### config.mk
export PLATFORM = sky130hd
export DESIGN_NAME = data_lane_cal_flat
export DESIGN_NICKNAME = d
export VERILOG_FILES = /design/src/rtl/data_lane_cal_if.sv /design/src/rtl/data_lane_cal.sv /design/src/flat_wrapper.sv
export SDC_FILE = /design/constraint.sdc
export NUM_CORES = 1
export LEC_CHECK = 0
export ABC_AREA = 1
export BUFFER_PORTS_ARGS = -buffer_cell sky130_fd_sc_hd__buf_2
export CORE_MARGIN = 2
export CORE_UTILIZATION = 41
export CTS_CLUSTER_DIAMETER = 40
export CTS_CLUSTER_SIZE = 8
export DETAILED_ROUTE_END_ITERATION = 8
export GPL_TIMING_DRIVEN = 1
export HOLD_SLACK_MARGIN = 0.05
export SETUP_SLACK_MARGIN = 0.4
export SLEW_MARGIN = 20
export SYNTH_ARGS = -nofsm -noshare
export SYNTH_HDL_FRONTEND = slang
export SYNTH_SLANG_ARGS = --single-unit
### constraint.sdc
create_clock -name clk -period 4.3 [get_ports clk]
set_clock_uncertainty 0.15 [all_clocks]
set_input_delay 0.86 -clock clk [delete_from_list [all_inputs] [get_ports clk]]
set_output_delay 0.86 -clock clk [all_outputs]
set_load 0.05 [all_outputs]
### src/rtl/data_lane_cal_if.sv
// Command/data bundle for data_lane_cal: packed-lane source, command handshake and result stream.
// The master side is the requester, the slave side is the lane calculator.
interface data_lane_cal_if #(
    parameter int LANE_W = 4,
    parameter int LANES  = 4
);
    localparam int SEL_W = $clog2(LANES);
    localparam int OUT_W = LANE_W + $clog2(LANES);

    logic                    load;
    logic [LANE_W*LANES-1:0] d;
    logic                    cmd_valid;
    logic                    cmd_ready;
    logic [1:0]              cmd_op;
    logic [SEL_W-1:0]        cmd_sel;
    logic [OUT_W-1:0]        out;
    logic                    validout;
    logic                    last;
    logic                    busy;

    modport master (
        output load, d, cmd_valid, cmd_op, cmd_sel,
        input  cmd_ready, out, validout, last, busy
    );

    modport slave (
        input  load, d, cmd_valid, cmd_op, cmd_sel,
        output cmd_ready, out, validout, last, busy
    );
endinterface

### src/rtl/data_lane_cal.sv
// Lane calculator: holds a packed word of LANES lanes and produces lane0+/-lane[sel],
// a lane0+lane[k] scan, or the sum of all lanes on a valid/ready command.
module data_lane_cal #(
    parameter  int LANE_W = 4,
    parameter  int LANES  = 4,
    localparam int SEL_W  = $clog2(LANES),
    localparam int OUT_W  = LANE_W + $clog2(LANES)
) (
    input logic           clk,
    input logic           rst,
    data_lane_cal_if.slave bus
);
    localparam int CNT_W = $clog2(LANES + 1);

    // ADD/ABSDIFF finish on the accept edge, so only the multi-cycle ops hold a state.
    typedef enum logic [1:0] {IDLE, SCAN, SUMALL} state_t;

    state_t                       state, state_nxt;
    logic [LANES-1:0][LANE_W-1:0] hold, hold_nxt, opnd;
    logic [OUT_W-1:0]             acc, acc_nxt, acc_sum;
    logic [OUT_W-1:0]             out_q, out_nxt;
    logic [CNT_W-1:0]             k, k_nxt;
    logic                         vld_q, vld_nxt;
    logic                         last_q, last_nxt;
    logic                         accept;
    logic [LANE_W-1:0]            sel_lane;
    logic [LANE_W-1:0]            k_lane;

    function automatic logic [OUT_W-1:0] zx(input logic [LANE_W-1:0] v);
        return OUT_W'(v);
    endfunction

    assign bus.cmd_ready = (state == IDLE);
    assign bus.busy      = (state != IDLE);
    assign bus.out       = out_q;
    assign bus.validout  = vld_q;
    assign bus.last      = last_q;

    assign accept = bus.cmd_valid && bus.cmd_ready;
    // A load on the accept edge bypasses the holding register.
    assign opnd   = (state == IDLE && bus.load) ? bus.d : hold;
    assign k_lane = hold[k[SEL_W-1:0]];
    assign acc_sum = acc + zx(k_lane);

    // Out-of-range selects fall back to lane 0.
    always_comb begin
        sel_lane = opnd[0];
        if (32'(bus.cmd_sel) < LANES)
            sel_lane = opnd[bus.cmd_sel];
    end

    always_comb begin
        state_nxt = state;
        hold_nxt  = hold;
        acc_nxt   = acc;
        k_nxt     = k;
        out_nxt   = out_q;
        vld_nxt   = 1'b0;
        last_nxt  = 1'b0;
        case (state)
            IDLE: begin
                if (bus.load)
                    hold_nxt = bus.d;
                if (accept) begin
                    case (bus.cmd_op)
                        2'd0: begin
                            out_nxt  = zx(opnd[0]) + zx(sel_lane);
                            vld_nxt  = 1'b1;
                            last_nxt = 1'b1;
                        end
                        2'd1: begin
                            out_nxt  = (opnd[0] >= sel_lane) ? zx(opnd[0] - sel_lane)
                                                             : zx(sel_lane - opnd[0]);
                            vld_nxt  = 1'b1;
                            last_nxt = 1'b1;
                        end
                        2'd2: begin
                            out_nxt   = zx(opnd[0]) + zx(opnd[1]);
                            vld_nxt   = 1'b1;
                            last_nxt  = (LANES == 2);
                            k_nxt     = CNT_W'(2);
                            state_nxt = SCAN;
                        end
                        default: begin
                            acc_nxt   = zx(opnd[0]);
                            k_nxt     = CNT_W'(1);
                            state_nxt = SUMALL;
                        end
                    endcase
                end
            end
            SCAN: begin
                // k runs one past the last lane so busy covers the final result cycle.
                if (k == CNT_W'(LANES)) begin
                    state_nxt = IDLE;
                end else begin
                    out_nxt  = zx(hold[0]) + zx(k_lane);
                    vld_nxt  = 1'b1;
                    last_nxt = (k == CNT_W'(LANES - 1));
                    k_nxt    = k + CNT_W'(1);
                end
            end
            SUMALL: begin
                if (k == CNT_W'(LANES - 1)) begin
                    out_nxt   = acc_sum;
                    vld_nxt   = 1'b1;
                    last_nxt  = 1'b1;
                    state_nxt = IDLE;
                end else begin
                    acc_nxt = acc_sum;
                    k_nxt   = k + CNT_W'(1);
                end
            end
            default: state_nxt = IDLE;
        endcase
    end

    always_ff @(posedge clk or negedge rst) begin
        if (!rst) begin
            state  <= IDLE;
            hold   <= '0;
            acc    <= '0;
            k      <= '0;
            out_q  <= '0;
            vld_q  <= 1'b0;
            last_q <= 1'b0;
        end else begin
            state  <= state_nxt;
            hold   <= hold_nxt;
            acc    <= acc_nxt;
            k      <= k_nxt;
            out_q  <= out_nxt;
            vld_q  <= vld_nxt;
            last_q <= last_nxt;
        end
    end
endmodule

### src/flat_wrapper.sv
// flat-port wrapper written by rule: the top's interface ports become plain ports
module data_lane_cal_flat 
#(
    parameter  int LANE_W = 4,
    parameter  int LANES  = 4,
    localparam int SEL_W  = $clog2(LANES),
    localparam int OUT_W  = LANE_W + $clog2(LANES)
)
  (clk, rst, bus_load, bus_d, bus_cmd_valid, bus_cmd_op, bus_cmd_sel, bus_cmd_ready, bus_out, bus_validout, bus_last, bus_busy);
  data_lane_cal_if #(.LANE_W(LANE_W), .LANES(LANES)) bus_i ();
  input logic clk;
  input logic rst;
  input wire logic [$bits(bus_i.load)-1:0] bus_load;
  input wire logic [$bits(bus_i.d)-1:0] bus_d;
  input wire logic [$bits(bus_i.cmd_valid)-1:0] bus_cmd_valid;
  input wire logic [$bits(bus_i.cmd_op)-1:0] bus_cmd_op;
  input wire logic [$bits(bus_i.cmd_sel)-1:0] bus_cmd_sel;
  output wire logic [$bits(bus_i.cmd_ready)-1:0] bus_cmd_ready;
  output wire logic [$bits(bus_i.out)-1:0] bus_out;
  output wire logic [$bits(bus_i.validout)-1:0] bus_validout;
  output wire logic [$bits(bus_i.last)-1:0] bus_last;
  output wire logic [$bits(bus_i.busy)-1:0] bus_busy;
  assign bus_i.load = bus_load;
  assign bus_i.d = bus_d;
  assign bus_i.cmd_valid = bus_cmd_valid;
  assign bus_i.cmd_op = bus_cmd_op;
  assign bus_i.cmd_sel = bus_cmd_sel;
  assign bus_cmd_ready = bus_i.cmd_ready;
  assign bus_out = bus_i.out;
  assign bus_validout = bus_i.validout;
  assign bus_last = bus_i.last;
  assign bus_busy = bus_i.busy;
  data_lane_cal #(.LANE_W(LANE_W), .LANES(LANES)) u_core (.clk(clk), .rst(rst), .bus(bus_i));
endmodule
==> flow_summary.ini, run 1 <==
[setup_path]
worstPathRequired_ns = 4.33
critPathCaptureType = register
slowest_stage = fa_1
cp_max_fo = 24
cp-start-kind = input pin
cp_cell_sequence = buf_2, nand2_4, o21ai_2, nand2_1, nand2_1, nand2_1, and2_4, fa_1, nand2_1, nand2_1, nand2_1, inv_1, nand3_1, nand2_1, nand2_1, nand2_1, nand2_1, nand2_1
max_stage_delay_ns = 0.42
arrival_ns = 3.16
crit_type = input pin to register
crit_path_frequent_cell = nand2_1
r2r_slack_ns = 1.20

[grt]
grt_pass1_wl_um = 12400
track_usage = 0.207
grt_overflow = 0
antenna_found_initial = 0
grt_max_degree = 36
grt_pass1_vias = 2682

[outcome]
status = finished clean

[die]
fp.dieArea_sq_um = 7710
ioPinCount = 34
core_area_sq_um = 6790
die_y_um = 87.8
die_x_um = 87.8
initial_core_util = 0.424
num_rows = 30

[synthesis]
yosysTopAreaCellShare = 0.304
synth_edf_count = 0
seq_area_frac_synth = 0.304
synth_nets = 456
yosys_warnings = 0
netlist_area_sq_um = 2880
synthArstFlopShare = 1.00
yosysUniqueCellTypes = 35
synth_ff_type = dfrtp_1
synth_area_leader_cell = dfrtp_1
synth_area_per_cell_sq_um = 7.20
synth-seq-cells = 35
synth_common_cells = nand2_1, inv_1, nand3_1, dfrtp_1, ha_1
synthMostInstantiatedCell = nand2_1
netlist_instances = 400
synthTopCellsByArea = dfrtp_1, nand2_1, ha_1

[layout]
fin_nets = 489
n_antenna_cell = 0
drive_gt1_frac = 0.146
fillCellCount = 712
final_cells = 528
area_growth_pct = 10.8

[sta]
fmax_mhz = 319
period_needed_ns = 3.13
finalSetupViolations = 0
setup_tns_ns = 0
maxSlewViolCount = 0
grt_setup_unrepaired = false
hold_viol = 0
worstMarginPinSlew_ns = 0.808
slew_headroom = 0.462
min_period_over_period = 0.728

[drt]
post_drt_via_cell_ratio = 5.11
drc = 0
routedWlPerCell_um = 13.6
dr.pass1.iters = 4
ant_nets = 0
drtIter0Drc = 96
vias = 2697
routed_wl_um = 7190

[clock_network]
ctsHoldBuffers = 0
post-cts-setup-buffers = 0
clk_pin_slew_ns = 0.07
numCtsBuffers = 5
clockBufferDepth = 2
clock_latency_ns = 0.29
cts_sinks = 35
cts_resized = 0
h-tree-depth = 2
cts_tree = yes
ctsRootBufferMaster = clkbuf_8

[run]
maxCapViolCount = 0

[placed_design]
gp_congestion = 0.842
dp.cells = 522
numPortBuffers = 33
place.detailed.hpwl_um = 5710

[worst_hold_path]
min_path_type = register to register
## critical path: cells and delay by family
| family | cells | cell delay [ns] |
|---|---|---|
| AO/OA/AOI/OAI | 1 | 0.41 |
| adder cells (fa/ha/maj) | 1 | 0.42 |
| buffers and inverters | 2 | 0.29 |
| AND/OR/NAND/NOR | 14 | 1.18 |
## path summary, 6_finish.rpt
kind                                                from                             to  cells past startpoint
min in group asynchronous                            rst    u_core.hold[15]$_DFFE_PN0N_                      1
max in group asynchronous                            rst  u_core.bus.out[5]$_DFFE_PN0P_                      1
hold / removal             u_core.bus.out[5]$_DFFE_PN0P_  u_core.bus.out[5]$_DFFE_PN0P_                      2
setup reg to reg             u_core.state[1]$_DFFE_PN0P_  u_core.bus.out[3]$_DFFE_PN0P_                     19
setup / recovery                                bus_load  u_core.bus.out[3]$_DFFE_PN0P_                     18
hold reg to reg            u_core.bus.out[5]$_DFFE_PN0P_  u_core.bus.out[5]$_DFFE_PN0P_                      2
## layout by cell type (no fill, tap or decap), types with 5 or more instances in the layout
master and count:
nand2_1 109, inv_1 57, nand3_1 38, dfrtp_1 35, buf_2 33, ha_1 27, nor2_1 24, a21oi_1 21
o21ai_0 20, o21ai_2 6, a31oi_1 5, nand4_1 5, fa_1 5, clkbuf_8 5
## registers in the layout, indices dropped and copies added, names as in the netlist
register / count
u_core.state: 2
u_core.bus.last: 1
u_core.acc: 6
u_core.hold: 16
u_core.bus.validout: 1
u_core.k: 3
u_core.bus.out: 6
## layer usage
metal  global-route usage  part of all wire
met1                0.263              0.46
met2                0.366              0.50
met3               0.0273             0.026
met4               0.0657             0.017
met5                    0                 0
## cell families (layout without fill, tap and decap cells)
family                     Yosys count  after routing  synth area share
buffers and inverters               71            103             0.103
adders and majority gates           32             32             0.152
DFF                                 35             35             0.304
and+or+nand+nor                    189            189             0.283
AOI/OAI and AO/OA                   70             70             0.149
xor gates and xnor gates             3              3           0.00913
## layout make-up
class	instances	area (sq um)	area share
multi-input cells	294	1710	0.536
flip-flops and latches	35	876	0.275
inverters	63	236	0.0741
repair buffers	34	173	0.0541
well taps	96	120	0.0377
clock buffers	5	68.8	0.0216
clock inverters	1	7.51	0.00235
## stage by stage
stage                      util  setup slack (ns)  hold slack, ns  area, sq um
final                     0.469              1.17           0.331         3190
after global routing      0.469             0.884           0.371         3190
after CTS                 0.469              1.15           0.339         3190
after detailed placement  0.458             0.856           0.322         3110
after global placement    0.458             0.950           0.314         3110
after floorplan               -              1.05           0.306         2880
Power of run 1 is not shown: default switching activity piles up to over one toggle a cycle in this logic, so the estimate is an artifact.
==> run 2: changes to the inputs <==
==> constraint.sdc (replaced) <==
create_clock -name clk -period 3.1 [get_ports clk]
set_clock_uncertainty 0.15 [all_clocks]
set_input_delay 0.62 -clock clk [delete_from_list [all_inputs] [get_ports clk]]
set_output_delay 0.62 -clock clk [all_outputs]
set_load 0.05 [all_outputs]
==> flow_summary.ini, run 2 (synthesis results as in run 1) <==
[outcome]
status = finished clean

[run]
maxCapViolCount = 0

[setup_path]
critPathCaptureType = register
cp_max_fo = 6
r2r_start = u_core.state[0]$_DFFE_PN0P_
ff2ff_path_depth = 17
r2r_end = u_core.bus.out[2]$_DFFE_PN0P_
crit_type = register to register
r2r_slack_ns = 0.32
worstPathRequired_ns = 3.17
cp-start-kind = register
arrival_ns = 2.84

[die]
die_y_um = 87.8
fp.dieArea_sq_um = 7710
die_x_um = 87.8
initial_core_util = 0.424
ioPinCount = 34
num_rows = 30
core_area_sq_um = 6790

[placed_design]
gp_congestion = 0.852
numPortBuffers = 33
place.detailed.hpwl_um = 5690
place_ws_ns = 0.111

[drt]
drc = 0
vias = 2826
post_drt_via_cell_ratio = 5.01
routed_wl_um = 7910
routedWlPerCell_um = 14.0
dr.pass1.iters = 4
drtIter0Drc = 108
ant_nets = 0

[clock_network]
clockBufferDepth = 2
ctsRootBufferMaster = clkbuf_8
h-tree-depth = 2
ctsHoldBuffers = 0
cts_tree = yes
cts_sinks = 35
clk_pin_slew_ns = 0.08
clock_latency_ns = 0.30
numCtsBuffers = 5

[layout]
fillCellCount = 627
n_antenna_cell = 0
mostFrequentLayoutCell = nand2_1
largest-register = u_core.hold
area_growth_pct = 29.9
largest_reg_flops = 16
layout_common_cells = nand2_1, inv_1, nand3_1, dfrtp_1, buf_2
drive_gt1_frac = 0.312
final_util = 0.551
fin_nets = 523

[sta]
fmax_mhz = 360
worstMarginPinSlew_ns = 0.839
hold_viol = 0
timing.hold.ws_ns = 0.252
finalSetupViolations = 0
grt_setup_unrepaired = true
setup_tns_ns = 0
fin_ws_ns = 0.325
slew_headroom = 0.441
min_period_over_period = 0.895
maxSlewViolCount = 0
period_needed_ns = 2.78

[grt]
grt_pass1_vias = 2760
grt_pass1_wl_um = 13300
track_usage = 0.223
grt_overflow = 0
grt_max_degree = 36
antenna_found_initial = 0

[worst_hold_path]
min_path_type = input pin to asynchronous set/reset pin
[run 2: cell count changes in the layout (fill, tap and decap cells not counted), moves of 9 or more]
cell / delta
buf_4: +29
ha_1: -9
nand2_2: +12
nand2_1: -13
[run 2: worst max-delay path by stage]
stage / from / to / slack, ns
6_report: u_core.state[0]$_DFFE_PN0P_ / u_core.bus.out[2]$_DFFE_PN0P_ / 0.32
3_3_place_gp: bus_load / u_core.bus.out[3]$_DFFE_PN0P_ / 0.13
2_1_floorplan: u_core.state[1]$_DFFE_PN0P_ / u_core.bus.out[3]$_DFFE_PN0P_ / 0.24
5_1_grt: u_core.state[1]$_DFFE_PN0P_ / u_core.bus.out[3]$_DFFE_PN0P_ / 0.18
3_5_place_dp: bus_load / u_core.bus.out[3]$_DFFE_PN0P_ / 0.11
4_1_cts: u_core.state[0]$_DFFE_PN0P_ / u_core.bus.out[3]$_DFFE_PN0P_ / 0.38
[run 2: layout make-up]
cell class              instances  area (sq um)  area share
clock buffers                   6          72.6      0.0194
clock inverters                 2          12.5     0.00334
inverters                      63           241      0.0645
multi-input cells             296          1980       0.528
flip-flops and latches         35           877       0.234
well taps                      96           120      0.0321
repair buffers                 66           442       0.118
[run 2: critical path, cell delays in order, from the launching register on]
cell and delay, ns:
dfrtp_1 0.40, inv_2 0.09, ha_4 0.18, buf_12 0.12, nand2_8 0.08, nand2_4 0.08, o21a_4 0.13, inv_4 0.03
o21ai_2 0.11, nand2_2 0.09, o21ai_2 0.12, ha_2 0.20, inv_2 0.04, fa_2 0.37, xor2_1 0.15, o21ai_1 0.14
nor2_1 0.07, a21oi_1 0.14
[run 2: per-stage QoR]
step	cells	cell area [sq um]
5_1_grt	564	3740
3_3_place_gp	527	3180
6_report	564	3740
3_5_place_dp	527	3180
2_1_floorplan	400	2910
4_1_cts	554	3580
[run 2: timing repair]
action | CTS | global route
buffers inserted | 16 | 10
endpoints found under the hold margin | 0 | 0
gates cloned | 3 | 0
gates resized for setup | 34 | 20
pin swaps | 22 | 14
setup endpoints to repair | 4 | 5
[run 2: routing by layer]
| layer | vias to the layer above | global-route usage | share of wire |
|---|---|---|---|
| met5 | - | 0 | 0 |
| met1 | 1347 | 0.281 | 0.45 |
| met4 | 0 | 0.0755 | 0.013 |
| li1 | 1435 | - | - |
| met3 | 8 | 0.0396 | 0.035 |
| met2 | 36 | 0.386 | 0.50 |
Power of run 2 is left out for the same reason.
==> run 3: changes to the inputs <==
--- a/config.mk
+++ b/config.mk
@@ -8,12 +8,13 @@
 export ABC_AREA = 1
 export BUFFER_PORTS_ARGS = -buffer_cell sky130_fd_sc_hd__buf_2
 export CORE_MARGIN = 2
-export CORE_UTILIZATION = 41
+export CORE_UTILIZATION = 59
 export CTS_CLUSTER_DIAMETER = 40
 export CTS_CLUSTER_SIZE = 8
 export DETAILED_ROUTE_END_ITERATION = 8
 export GPL_TIMING_DRIVEN = 1
 export HOLD_SLACK_MARGIN = 0.05
+export PLACE_DENSITY = 0.81
 export SETUP_SLACK_MARGIN = 0.4
 export SLEW_MARGIN = 20
 export SYNTH_ARGS = -nofsm -noshare
==> flow_summary.ini, run 3 (synthesis results as in run 1) <==
[outcome]
status = finished clean

[drt]
ant_nets = 0
routed_wl_um = 8930
dr.pass1.iters = 5
drtIter0Drc = 276
post_drt_via_cell_ratio = 5.76
vias = 3060
routedWlPerCell_um = 16.8
drc = 0

[layout]
fillCellCount = 310
n_antenna_cell = 0
mostFrequentLayoutCell = nand2_1
final_util = 0.790
area_growth_pct = 29.6
fin_nets = 519
drive_gt1_frac = 0.313
layout_common_cells = nand2_1, inv_1, nand3_1, dfrtp_1, buf_2
largest-register = u_core.hold
largest_reg_flops = 16

[die]
num_rows = 25
initial_core_util = 0.610
die_x_um = 73.9
core_area_sq_um = 4720
fp.dieArea_sq_um = 5450
die_y_um = 73.9
ioPinCount = 34

[sta]
worstMarginPinSlew_ns = 0.817
grt_setup_unrepaired = true
min_period_over_period = 0.910
fmax_mhz = 354
maxSlewViolCount = 0
timing.hold.ws_ns = 0.252
slew_headroom = 0.456
setup_tns_ns = 0
finalSetupViolations = 0
hold_viol = 0
period_needed_ns = 2.82

[grt]
grt_max_degree = 36
grt_overflow = 0
grt_pass1_wl_um = 12400
track_usage = 0.302
antenna_found_initial = 0
grt_pass1_vias = 2700

[placed_design]
numPortBuffers = 33
place.detailed.hpwl_um = 5360
gp_congestion = 0.882

[setup_path]
ff2ff_path_depth = 16
arrival_ns = 2.86
critPathCaptureType = register
crit_type = register to register
worstPathRequired_ns = 3.14
cp_max_fo = 7
cp-start-kind = register

[worst_hold_path]
min_path_type = input pin to asynchronous set/reset pin

[clock_network]
clock_latency_ns = 0.30
h-tree-depth = 2
cts_sinks = 35
clk_pin_slew_ns = 0.08
ctsRootBufferMaster = clkbuf_8
numCtsBuffers = 5
cts_tree = yes
clockBufferDepth = 2

[run]
maxCapViolCount = 0
run 3: cell types whose count changed in the layout (fill, tap and decap cells not counted), sizes merged:
cell,before,now
buf,66,61
clkbuf,6,7
run 3: final timing paths:
check / startpoint / to / slack [ns]
max: u_core.state[1]$_DFFE_PN0P_ / u_core.bus.out[1]$_DFFE_PN0P_ / 0.28
min: rst / u_core.state[1]$_DFFE_PN0P_ / 0.25
max in group asynchronous: rst / u_core.k[0]$_DFFE_PN0P_ / 1.99
min reg2reg: u_core.bus.out[3]$_DFFE_PN0P_ / u_core.bus.out[3]$_DFFE_PN0P_ / 0.33
max reg2reg: u_core.state[1]$_DFFE_PN0P_ / u_core.bus.out[1]$_DFFE_PN0P_ / 0.28
min in group clk: u_core.bus.out[3]$_DFFE_PN0P_ / u_core.bus.out[3]$_DFFE_PN0P_ / 0.33
run 3: cell type report:
class | count | area (sq um) | share of cell area
clock buffer | 6 | 72.6 | 0.0195
clock inverter | 2 | 12.5 | 0.00335
inverter | 63 | 236 | 0.0634
multi-input combinational | 296 | 2040 | 0.546
sequential | 35 | 878 | 0.235
tap | 67 | 83.8 | 0.0225
timing repair buffer | 62 | 409 | 0.110
run 3: repair_timing:
action                                  in CTS  in global routing
buffers inserted                             4                 18
gates resized for setup                      7                 58
hold buffers                                 0                  0
endpoints found under the setup margin       4                  9
pin swaps                                    3                 28
cloned                                       1                  2
run 3: per-stage QoR:
stage | area [sq um] | std cells | setup WS [ns]
3_5_place_dp | 3140 | 498 | 0.165
3_3_place_gp | 3140 | 498 | 0.223
4_1_cts | 3300 | 511 | 0.400
5_1_grt | 3730 | 531 | 0.147
2_1_floorplan | 2910 | 400 | 0.245
6_report | 3730 | 531 | 0.279
run 3: worst max-delay path, cell delays in order, from the launching register on:
cell     delay (ns)
dfrtp_1        0.40
inv_2          0.09
ha_4           0.22
buf_12         0.14
nand2_8        0.10
nand2_2        0.12
o21ai_4        0.07
nand2_1        0.06
nand2_1        0.05
nand2_1        0.08
and2_4         0.20
o21ai_4        0.08
buf_6          0.12
fa_2           0.52
nor2_1         0.04
nor3_1         0.16
a21oi_1        0.10
run 3: metal layers:
layer,part of all wire,track usage,up-vias
met5,0,0,-
met4,0.032,0.107,0
met3,0.069,0.0439,28
met2,0.52,0.529,156
met1,0.38,0.375,1443
li1,-,-,1433
Power of run 3 is left out for the same reason.
